===== src/rtl/pc_fetch_sequencer.sv =====
// pc_fetch_sequencer: owns the PC, fetches from ROM over req/ack and hands instructions to decode
module pc_fetch_sequencer #(
   parameter int N = 32,
   parameter logic [N-1:0] RESET_PC = 32'h0040_0000,
   parameter logic [N-1:0] EXC_VECTOR = 32'h8000_0180,
   parameter int MAX_WAIT = 15
) (
   input  logic         clk,
   input  logic         reset,
   output logic         imem_req,
   output logic [N-1:0] imem_addr,
   input  logic         imem_ack,
   input  logic [31:0]  imem_rdata,
   output logic         instr_valid,
   output logic [31:0]  instr,
   output logic [N-1:0] instr_pc,
   input  logic         stall,
   input  logic         exception,
   input  logic         jump,
   input  logic [N-1:0] jump_target,
   input  logic         branch_taken,
   input  logic [N-1:0] branch_target,
   output logic         fetch_error
);
   typedef enum logic [1:0] {IDLE, REQ, ISSUE, ERR} state_t;
   localparam logic [7:0] WAIT_LAST = 8'(MAX_WAIT - 1);
   state_t state, state_n;
   logic [N-1:0] pc, pc_n, instr_pc_n, target;
   logic [7:0] wait_cnt, wait_cnt_n;
   logic [31:0] instr_n;
   logic instr_valid_n, fetch_error_n, misaligned;
   assign imem_req = state == REQ;
   assign imem_addr = pc;
   assign target = exception ? EXC_VECTOR : jump ? jump_target : branch_taken ? branch_target : instr_pc + N'(4);
   assign misaligned = !exception && (jump || branch_taken) && target[1:0] != 2'b00;
   // next-state and next-register values; redirects only matter in an unstalled ISSUE
   always_comb begin
      state_n = state;
      pc_n = pc;
      wait_cnt_n = wait_cnt;
      instr_n = instr;
      instr_pc_n = instr_pc;
      instr_valid_n = instr_valid;
      fetch_error_n = 1'b0;
      case (state)
         IDLE: state_n = REQ;
         REQ: begin
            if (imem_ack) begin
               instr_n = imem_rdata;
               instr_pc_n = pc;
               instr_valid_n = 1'b1;
               wait_cnt_n = '0;
               state_n = ISSUE;
            end else if (wait_cnt == WAIT_LAST) begin
               pc_n = EXC_VECTOR;
               fetch_error_n = 1'b1;
               wait_cnt_n = '0;
               state_n = ERR;
            end else begin
               wait_cnt_n = wait_cnt + 8'd1;
            end
         end
         ISSUE: begin
            if (!stall) begin
               instr_valid_n = 1'b0;
               pc_n = misaligned ? EXC_VECTOR : target;
               fetch_error_n = misaligned;
               state_n = misaligned ? ERR : REQ;
            end
         end
         default: state_n = REQ;
      endcase
   end
   // state and datapath registers with synchronous active-low reset
   always_ff @(posedge clk) begin
      if (!reset) begin
         state <= IDLE;
         pc <= RESET_PC;
         wait_cnt <= '0;
         instr <= '0;
         instr_pc <= '0;
         instr_valid <= 1'b0;
         fetch_error <= 1'b0;
      end else begin
         state <= state_n;
         pc <= pc_n;
         wait_cnt <= wait_cnt_n;
         instr <= instr_n;
         instr_pc <= instr_pc_n;
         instr_valid <= instr_valid_n;
         fetch_error <= fetch_error_n;
      end
   end
endmodule


===== config.mk =====
export PLATFORM = sky130hd
export DESIGN_NAME = pc_fetch_sequencer
export DESIGN_NICKNAME = d
export VERILOG_FILES = /design/src/rtl/pc_fetch_sequencer.sv
export SDC_FILE = /design/constraint.sdc
export NUM_CORES = 1
export LEC_CHECK = 0
export CAP_MARGIN = 20
export CORE_MARGIN = 2
export CORE_UTILIZATION = 47
export CTS_CLUSTER_SIZE = 30
export DETAILED_ROUTE_END_ITERATION = 7
export GPL_ROUTABILITY_DRIVEN = 0
export PLACE_DENSITY = 0.85
export SLEW_MARGIN = 20
export SYNTH_ARGS = -nofsm -noshare
export SYNTH_HDL_FRONTEND = slang
export SYNTH_SLANG_ARGS = --single-unit

===== constraint.sdc =====
create_clock -name clk -period 3.2 [get_ports clk]
set_input_delay 0.64 -clock clk [delete_from_list [all_inputs] [get_ports clk]]
set_output_delay 0.64 -clock clk [all_outputs]
set_load 0.01 [all_outputs]

==> results of run 1 <==
[routing by layer]
layer	vias to the layer above	part of all wire [%]	GRT usage, %
li1	2727	-	-
met1	2681	39	36.5
met2	351	47	47.5
met3	51	11	7.23
met4	0	2.6	10.7
met5	-	0	0
[cell type report]
| type | count | area share, % |
|---|---|---|
| multi-input cells | 501 | 37.2 |
| flip-flops and latches | 108 | 29.0 |
| repair buffers | 211 | 28.2 |
| well taps | 140 | 2.35 |
| clock buffers | 11 | 1.90 |
| clock inverters | 5 | 0.807 |
| inverters | 11 | 0.555 |
[how the worst max path moves through the flow]
stage	endpoint	start	slack [ns]
2_1_floorplan	imem_addr[23]$_SDFFE_PN0P_	branch_taken	1.08
3_3_place_gp	imem_addr[27]$_SDFFE_PN0P_	imem_ack	0.61
3_5_place_dp	imem_addr[27]$_SDFFE_PN0P_	imem_ack	0.50
4_1_cts	imem_req	state[1]$_SDFFE_PN0P_	0.70
5_1_grt	imem_req	state[1]$_SDFFE_PN0P_	0.60
6_report	imem_req	state[1]$_SDFFE_PN0P_	0.70
[metrics by stage]
| step | std cells | setup slack, ns | total power (µW) |
|---|---|---|---|
| floorplan | 668 | 1.08 | 1910 |
| global placement | 971 | 0.607 | 2280 |
| detailed placement | 971 | 0.501 | 2300 |
| CTS | 987 | 0.696 | 3160 |
| global route | 987 | 0.602 | 3280 |
| finish | 987 | 0.698 | 3140 |
[power groups by stage]
stage	Combinational [µW]	Clock (µW)	Sequential, µW
after floorplan	383	0	1520
after global placement	779	0	1500
after detailed placement	799	0	1500
after CTS	804	882	1470
after global routing	873	930	1480
final	808	862	1470
[cells by family after synthesis]
family	synth area share, %
buf+inv	4.74
xor+xnor	2.20
simple gates	25.1
compound gates	23.3
flops	41.8
fa+ha+maj	1.21
mux	1.62
[registers in the layout (all words and copies together) (netlist names)]
signal	flops
instr_pc	32
imem_addr	32
instr_valid	1
state	2
wait_cnt	8
fetch_error	1
instr	32
[layout by cell type (no fill, tap or decap), drive strengths merged, types with 6 or more instances in the layout]
cell type | Yosys | layout
a22o | 6 | 6
a21oi | 88 | 88
nor3 | 16 | 16
o21ai | 29 | 29
nand3 | 12 | 12
dfxtp | 108 | 108
or3 | 9 | 9
clkbuf | 37 | 11
nor4 | 6 | 6
nand2 | 167 | 167
o31ai | 9 | 9
inv | 11 | 12
nand2b | 9 | 9
buf | 11 | 10
o21a | 7 | 7
xnor2 | 10 | 10
nand4 | 16 | 16
and3 | 8 | 8
clkdlybuf4s50 | 0 | 201
nor2 | 23 | 23
a32oi | 6 | 6
[worst reg2reg max path, cell delays in order, from the launching register on]
cell	delay [ns]
dfxtp_1	0.37
or4_4	0.55
o31ai_1	0.40
nand2_1	0.42
or3_1	0.49
a21oi_1	0.16
==> results.txt, run 1 <==
For the finished layout, the period the worst path requires is between 2 and 3 ns. The analysis attributes to cell leakage a power of ~0.0025 µW. The die is approximately 110 µm wide.

The maximum net fanout on the critical path came out at 15. Counting every net in the synthesized netlist gives around 780. The slowest library cell on the worst path is clkdlybuf4s50_1. The buffer and inverter count on the worst path is 2. dfxtp_1 takes more of the synthesized area than any other cell. In this run, the combinational gates consume 25.7% of the power. The largest vdd supply drop is approximately 240 µV. The ratio of routed vias to standard cells is slightly below 6.

In this run the most critical hold path is launched from instr[20]$_SDFFE_PN0P_. The post-placement cell area came out at 7240 µm². The biggest cell delay along the critical path is ~0.63 ns. The worst hold path terminates at instr[20]$_SDFFE_PN0P_.

The tool flagged a number of max-cap violations equal to 0. The total of cells resized after clock tree synthesis came out at 0. The most frequently used flop master after synthesis is dfxtp_1. The worst max-slew margin expressed relative to the limit is ~39%. For this run the aggregate overflow at the end of global routing stands at 0. The cell area after layout is roughly 7400 µm².

The cell depth of the worst setup path is 3. The number of pins exceeding their max-slew limit in the final report is 0. The antenna diode instance count came out at 0. Net switching is between 30% and 40% of the power. The initial antenna violation count is 0. In this run the number of H-tree levels came out at 3. The slack of the worst reg-to-reg path came out at between 0.7 and 0.8 ns. The total length of routed wires came out at between 15000 and 20000 µm. The floorplan has 38 rows. Walking the worst path, the cells encountered are inv_1 > ha_1 > clkdlybuf4s50_1.

A synthesized cell averages 7.74 µm². The number of setup buffers added after CTS came out at 0. The first routing iteration left 473 violations. The top-area cell type share of the netlist area is a little over two fifths.

Sequential cells burn between 40% and 50% of the power. For the final routed database, the setup TNS stands at 0 ns. The count of endpoints failing hold in the final timing report is 0. The post-DP HPWL is between 10000 and 15000 µm.

The port buffer count is around 200. The proportion of synthesized chip area in sequential cells came out at approximately two fifths. By count the netlist is led by 167 x nand2_1, 108 x dfxtp_1, 87 x a21oi_1, 37 x clkbuf_1, 28 x o21ai_0. The final routed wire length divided by cell count is 17.6 µm. The total die area is about 12000 µm². The number of buffers inserted during clock tree synthesis came out at 9. The final hold slack is 0.464 ns.

The endpoint identified for the worst register-to-register timing path is imem_addr[4]$_SDFFE_PN0P_. The multi-input combinational cells in the finished layout cover a total of roughly 2800 µm². For the pin with the worst max-slew slack, the measured transition is roughly 0.9 ns.

The number of filler cells placed in the layout is 877. The effective utilization at floorplan came out at approximately 48%. Setup violations remaining at the end of the flow were counted as 0. The total standard cell area after synthesis came out at roughly 5200 µm². The remaining antenna violation count came out at 0.

The most frequent cell after synthesis is nand2_1. The source of the worst register-to-register timing path is wait_cnt[4]$_SDFFE_PN0P_. The cell at the root of the clock tree is clkbuf_8. The number of warning messages in the yosys log came out at 0. Timing would allow up to between 0.3 and 0.4 GHz. The final critical-path share of the clock period is between 70% and 80%. The clock transition at the registers of the reported paths is ~0.1 ns. The number of global-route vias before repair is roughly 5300.

The required time at the endpoint of the critical path came out at 2.56 ns. The number of synthesized register bits came out at approximately 110. Setup repair after global routing left no endpoint under its margin. The post-route DRC violation count is 0. In the post-synthesis netlist, the biggest area contributors are dfxtp_1 42%, nand2_1 12%, a21oi_1 8.4%.

The maximum root-to-sink buffer count is 2. The clock latency on the worst-skew pair came out at 0.38 ns. The setup skew after layout came out at approximately 0.011 ns. Entering global routing, the biggest net connects 85 pins. The worst hold path cell count came out at 2. The length in cells of the worst reg-to-reg path is 5.

Summed over all nets, the switching power comes to a little under 1000 µW. The worst setup path is of the register to output port kind. The final standard cell utilization of the core is just under 70%. The clock network burns around 27% of the power. The I/O pin total is between 200 and 250. The number of flops mapped to enable cells by yosys came out at 0. The area growth from synthesis to layout is 44.0%. The via count of the routed design came out at between 5000 and 6000. The family with the most delay on the worst path is buffers and inverters. Before antenna repair, the detailed router went through 8 iterations. The internal power consumption came out at 2170 µW. The unique cell type count in the Yosys netlist came out at 60.

The sequential cell area came out at 2160 µm². The synthesized instance count came out at between 600 and 700. The height of the die is 109 µm. The TritonCTS clock tree is built.

STA classifies the critical path endpoint as an output port. STA classifies the critical path startpoint as a register. The async set or reset register ratio after synthesis came out at 0%.

The number of buffers added to fix hold violations after cts came out at 0. The core box area came out at approximately 11000 µm². Data on the critical path arrives at its endpoint at around 1.9 ns. For this run, the post-layout net count is 950. The number of clock sinks is around 110. The fraction of layout instances using a drive strength above 1 came out at under 10%. The cell area power density is about 420 nW/µm².

The run finished with clean final reports. The global-route total usage across every layer came out at around 29%. The kind of path behind the tightest hold check is register to register. The first global-routing pass estimated approximately 27000 µm of wire.
No activity file was read; power rests on OpenSTA's default activity.
==> run 2: changes to the inputs <==
--- a/config.mk
+++ b/config.mk
@@ -7,11 +7,11 @@
 export LEC_CHECK = 0
 export CAP_MARGIN = 20
 export CORE_MARGIN = 2
-export CORE_UTILIZATION = 47
+export CORE_UTILIZATION = 40
 export CTS_CLUSTER_SIZE = 30
 export DETAILED_ROUTE_END_ITERATION = 7
 export GPL_ROUTABILITY_DRIVEN = 0
-export PLACE_DENSITY = 0.85
+export PLACE_DENSITY = 0.77
 export SLEW_MARGIN = 20
 export SYNTH_ARGS = -nofsm -noshare
 export SYNTH_HDL_FRONTEND = slang
==> constraint.sdc (replaced) <==
create_clock -name clk -period 2.1 [get_ports clk]
set_input_delay 0.42 -clock clk [delete_from_list [all_inputs] [get_ports clk]]
set_output_delay 0.42 -clock clk [all_outputs]
set_load 0.01 [all_outputs]
==> results.txt, run 2 (same netlist as run 1, synthesis figures left out) <==
The run finished, with violations left. The final reports fail on setup timing. At the pin with the least slew margin, the transition time is between 0.5 and 0.6 ns. The slowest library cell on the worst path is or4_4. The count of nets left with antenna violations once routing finished came out at 0. In the final routed layout, each cell accounts on average for roughly 18 µm. The clock transition at the registers of the reported paths is ~0.07 ns.

STA classifies the critical path startpoint as a register. After floorplanning, the core was sized to cover ~13000 µm². The number of antenna diodes in the final layout is 0. The family with the most delay on the worst path is simple AND/OR/NAND/NOR gates.

The highest attainable clock frequency is about 0.47 GHz. The cell at the root of the clock tree is clkbuf_16. The floorplan step set the die width to about 120 µm.

Buffers inserted to repair hold after CTS numbered 0. The min-delay analysis places its worst path in the category register to register. The final critical delay including setup and external delays is between 2 and 2.5 ns. The placed instance count is about 1100. The ratio of routed vias to standard cells is about 5.7. The arrival time at the worst endpoint is 2.34 ns. The switching component of the power came out at roughly 1600 µW.

The final cell count without fillers came out at ~1100. The part of the total power dissipated in the clock network is between 30% and 40%. During I/O placement, the number of pins put on the boundary was ~200. The effective utilization at floorplan is between 40% and 50%.

The top cell types in the final layout, fill and taps aside, are 201 x clkdlybuf4s50_1, 166 x nand2_1, 106 x dfxtp_1, 87 x a21oi_1, 73 x buf_4. The number of cell rows is slightly above 40. The library cell used most frequently in the layout, excluding fill and tap cells, is clkdlybuf4s50_1. The port buffer count came out at approximately 200. In this run the vertical extent of the chip is ~120 µm. The post-placement cell area is about 7900 µm². The count of endpoints failing hold in the final timing report is 0.

The pin count of the biggest net entering global routing is 63. The number of clock sinks is 108. The max-capacitance violation count came out at 0.

The worst max-slew margin expressed relative to the limit is between 60% and 70%. For this block, the via count after detailed routing is 6155. Across the VDD grid, the largest voltage drop is around 430 µV. The clock tree synthesis step divided the H-tree into 3 levels. The share of power burned in registers is a little under two fifths. The cell area power density came out at between 700 and 800 nW/µm².

The internal power consumption came out at about 4200 µW. The global-route total usage across every layer is between 20 and 30%. The first global-routing pass estimated around 31000 µm of wire. The number of global-route vias before repair is between 6000 and 7000. The worst setup path is of the register to register kind.

Of the total power, the share spent switching nets is 28.1%. STA puts the critical path data required time at ~2.3 ns. Buffers inserted during clock tree synthesis total 9. The count of TritonRoute iterations in the first routing pass is 5. Walking the worst path, the cells encountered are or4_4 > o31a_1 > buf_4 > nor2_4 > buf_6 > mux2i_1 > o32ai_2.

In this run the deepest clock path goes through 2 buffers. Hold timing on the final database bottoms out at a slack of approximately 0.45 ns. The biggest cell delay along the critical path is around 0.56 ns. The number of DRC markers after the initial detailed-route iteration is roughly 500.

Cells fill approximately two thirds of the core in the end. The die covers ~14000 µm². Cells with a size suffix above 1 make up roughly 14% of the layout. Summed over all layers, the global routing overflow is 0.

The leakage dissipation is between 0.002 and 0.003 µW. Setup repair after global routing could not meet its margin everywhere. The part of the power in combinational logic is 25.6%. The post-DP HPWL is between 10000 and 15000 µm. From synthesis to final layout, the design area changed by 60.9%. In the post-route analysis, the smallest setup slack over all paths is -0.00825 ns. The worst setup path is captured at a register.

The cell area after layout is approximately 8300 µm². The total length of routed wires came out at between 15000 and 20000 µm. The setup-violating endpoint count in the final report came out at 1. The setup skew after layout is 0.0103 ns. The number of pins exceeding their max-slew limit in the final report came out at 0. Along the worst path, the maximum fanout reaches 3.

The final critical-path share of the clock period is 100%. At the end of the flow, the number of nets in the layout was between 1000 and 1500. The TritonCTS clock tree is built. The initial antenna violation count came out at 0. In the routed design, unresolved DRC markers number 0.

The number of buffers and inverters on the critical path is 2. The clock latency on the worst-skew pair came out at 0.36 ns.
## run 2: cell types whose count changed in the layout (fill, tap and decap cells not counted), moves of 3 or more
| cell | before | now |
|---|---|---|
| clkbuf_16 | 0 | 9 |
| buf_4 | 9 | 73 |
| bufinv_16 | 1 | 4 |
| clkbuf_8 | 10 | 1 |
| buf_12 | 1 | 5 |
## run 2: power by group through the flow
stage / clock network (µW) / registers (µW) / logic, µW
after detailed placement: 0 / 2280 / 1420
after floorplan: 0 / 2320 / 584
after global placement: 0 / 2270 / 1390
after CTS: 2140 / 2230 / 1450
final: 2120 / 2230 / 1490
after global routing: 2230 / 2250 / 1590
## run 2: final cells by class
| class | instances | area [µm²] |
|---|---|---|
| fill | 1095 | 4300 |
| inverter | 11 | 41.3 |
| clock buffer | 10 | 239 |
| timing repair buffer | 281 | 2680 |
| clock inverter | 6 | 134 |
| multi-input combinational | 501 | 2840 |
| tap | 172 | 215 |
| sequential | 108 | 2160 |
## run 2: through the flow
step | total power [µW] | worst slack (ns) | setup TNS, ns
floorplan | 2910 | 0.0409 | 0
global placement | 3660 | -0.0598 | -0.272
detailed placement | 3700 | -0.119 | -0.965
CTS | 5820 | 0.0152 | 0
global route | 6070 | -0.0391 | -0.0852
finish | 5840 | -0.00825 | -0.00825
## run 2: metal layers
metal / share of wire (%) / vias up / global-route usage [%]
li1: - / 2868 / -
met1: 39 / 2900 / 32.2
met2: 48 / 342 / 46.6
met3: 9.6 / 45 / 8.04
met4: 2.8 / 0 / 11.0
met5: 0 / - / 0
## run 2: path summary, 6_finish.rpt
| path | from | to | slack, ns | cells after the start |
|---|---|---|---|---|
| max | wait_cnt[7]$_SDFFE_PN0P_ | imem_addr[23]$_SDFFE_PN0P_ | -0.008 | 7 |
| min | instr[19]$_SDFFE_PN0P_ | instr[19]$_SDFFE_PN0P_ | 0.45 | 2 |
| max reg2reg | wait_cnt[7]$_SDFFE_PN0P_ | imem_addr[23]$_SDFFE_PN0P_ | -0.008 | 7 |
| min reg2reg | instr[19]$_SDFFE_PN0P_ | instr[19]$_SDFFE_PN0P_ | 0.45 | 2 |
## run 2: timing repair
action	4_1_cts	5_1_grt
hold endpoints to repair	0	0
gates resized for setup	5	14
pin swaps	1	3
buffers inserted	0	1
endpoints found under the setup margin	11	25
## run 2: worst register-to-register path: cells and delay by family, from the launching register on
family                 cells  cell delay, ns
and+or+nand+nor            2            0.69
AOI/OAI and AO/OA          2            0.44
DFF                        1            0.32
buffers and inverters      2            0.31
muxes                      1            0.22
==> run 3: changes to the inputs <==
--- a/config.mk
+++ b/config.mk
@@ -8,6 +8,7 @@
 export CAP_MARGIN = 20
 export CORE_MARGIN = 2
 export CORE_UTILIZATION = 40
+export CTS_CLUSTER_DIAMETER = 80
 export CTS_CLUSTER_SIZE = 30
 export DETAILED_ROUTE_END_ITERATION = 7
 export GPL_ROUTABILITY_DRIVEN = 0
==> results of run 3 <==
No change in the layout: final DEF, timing and power equal those of run 2.
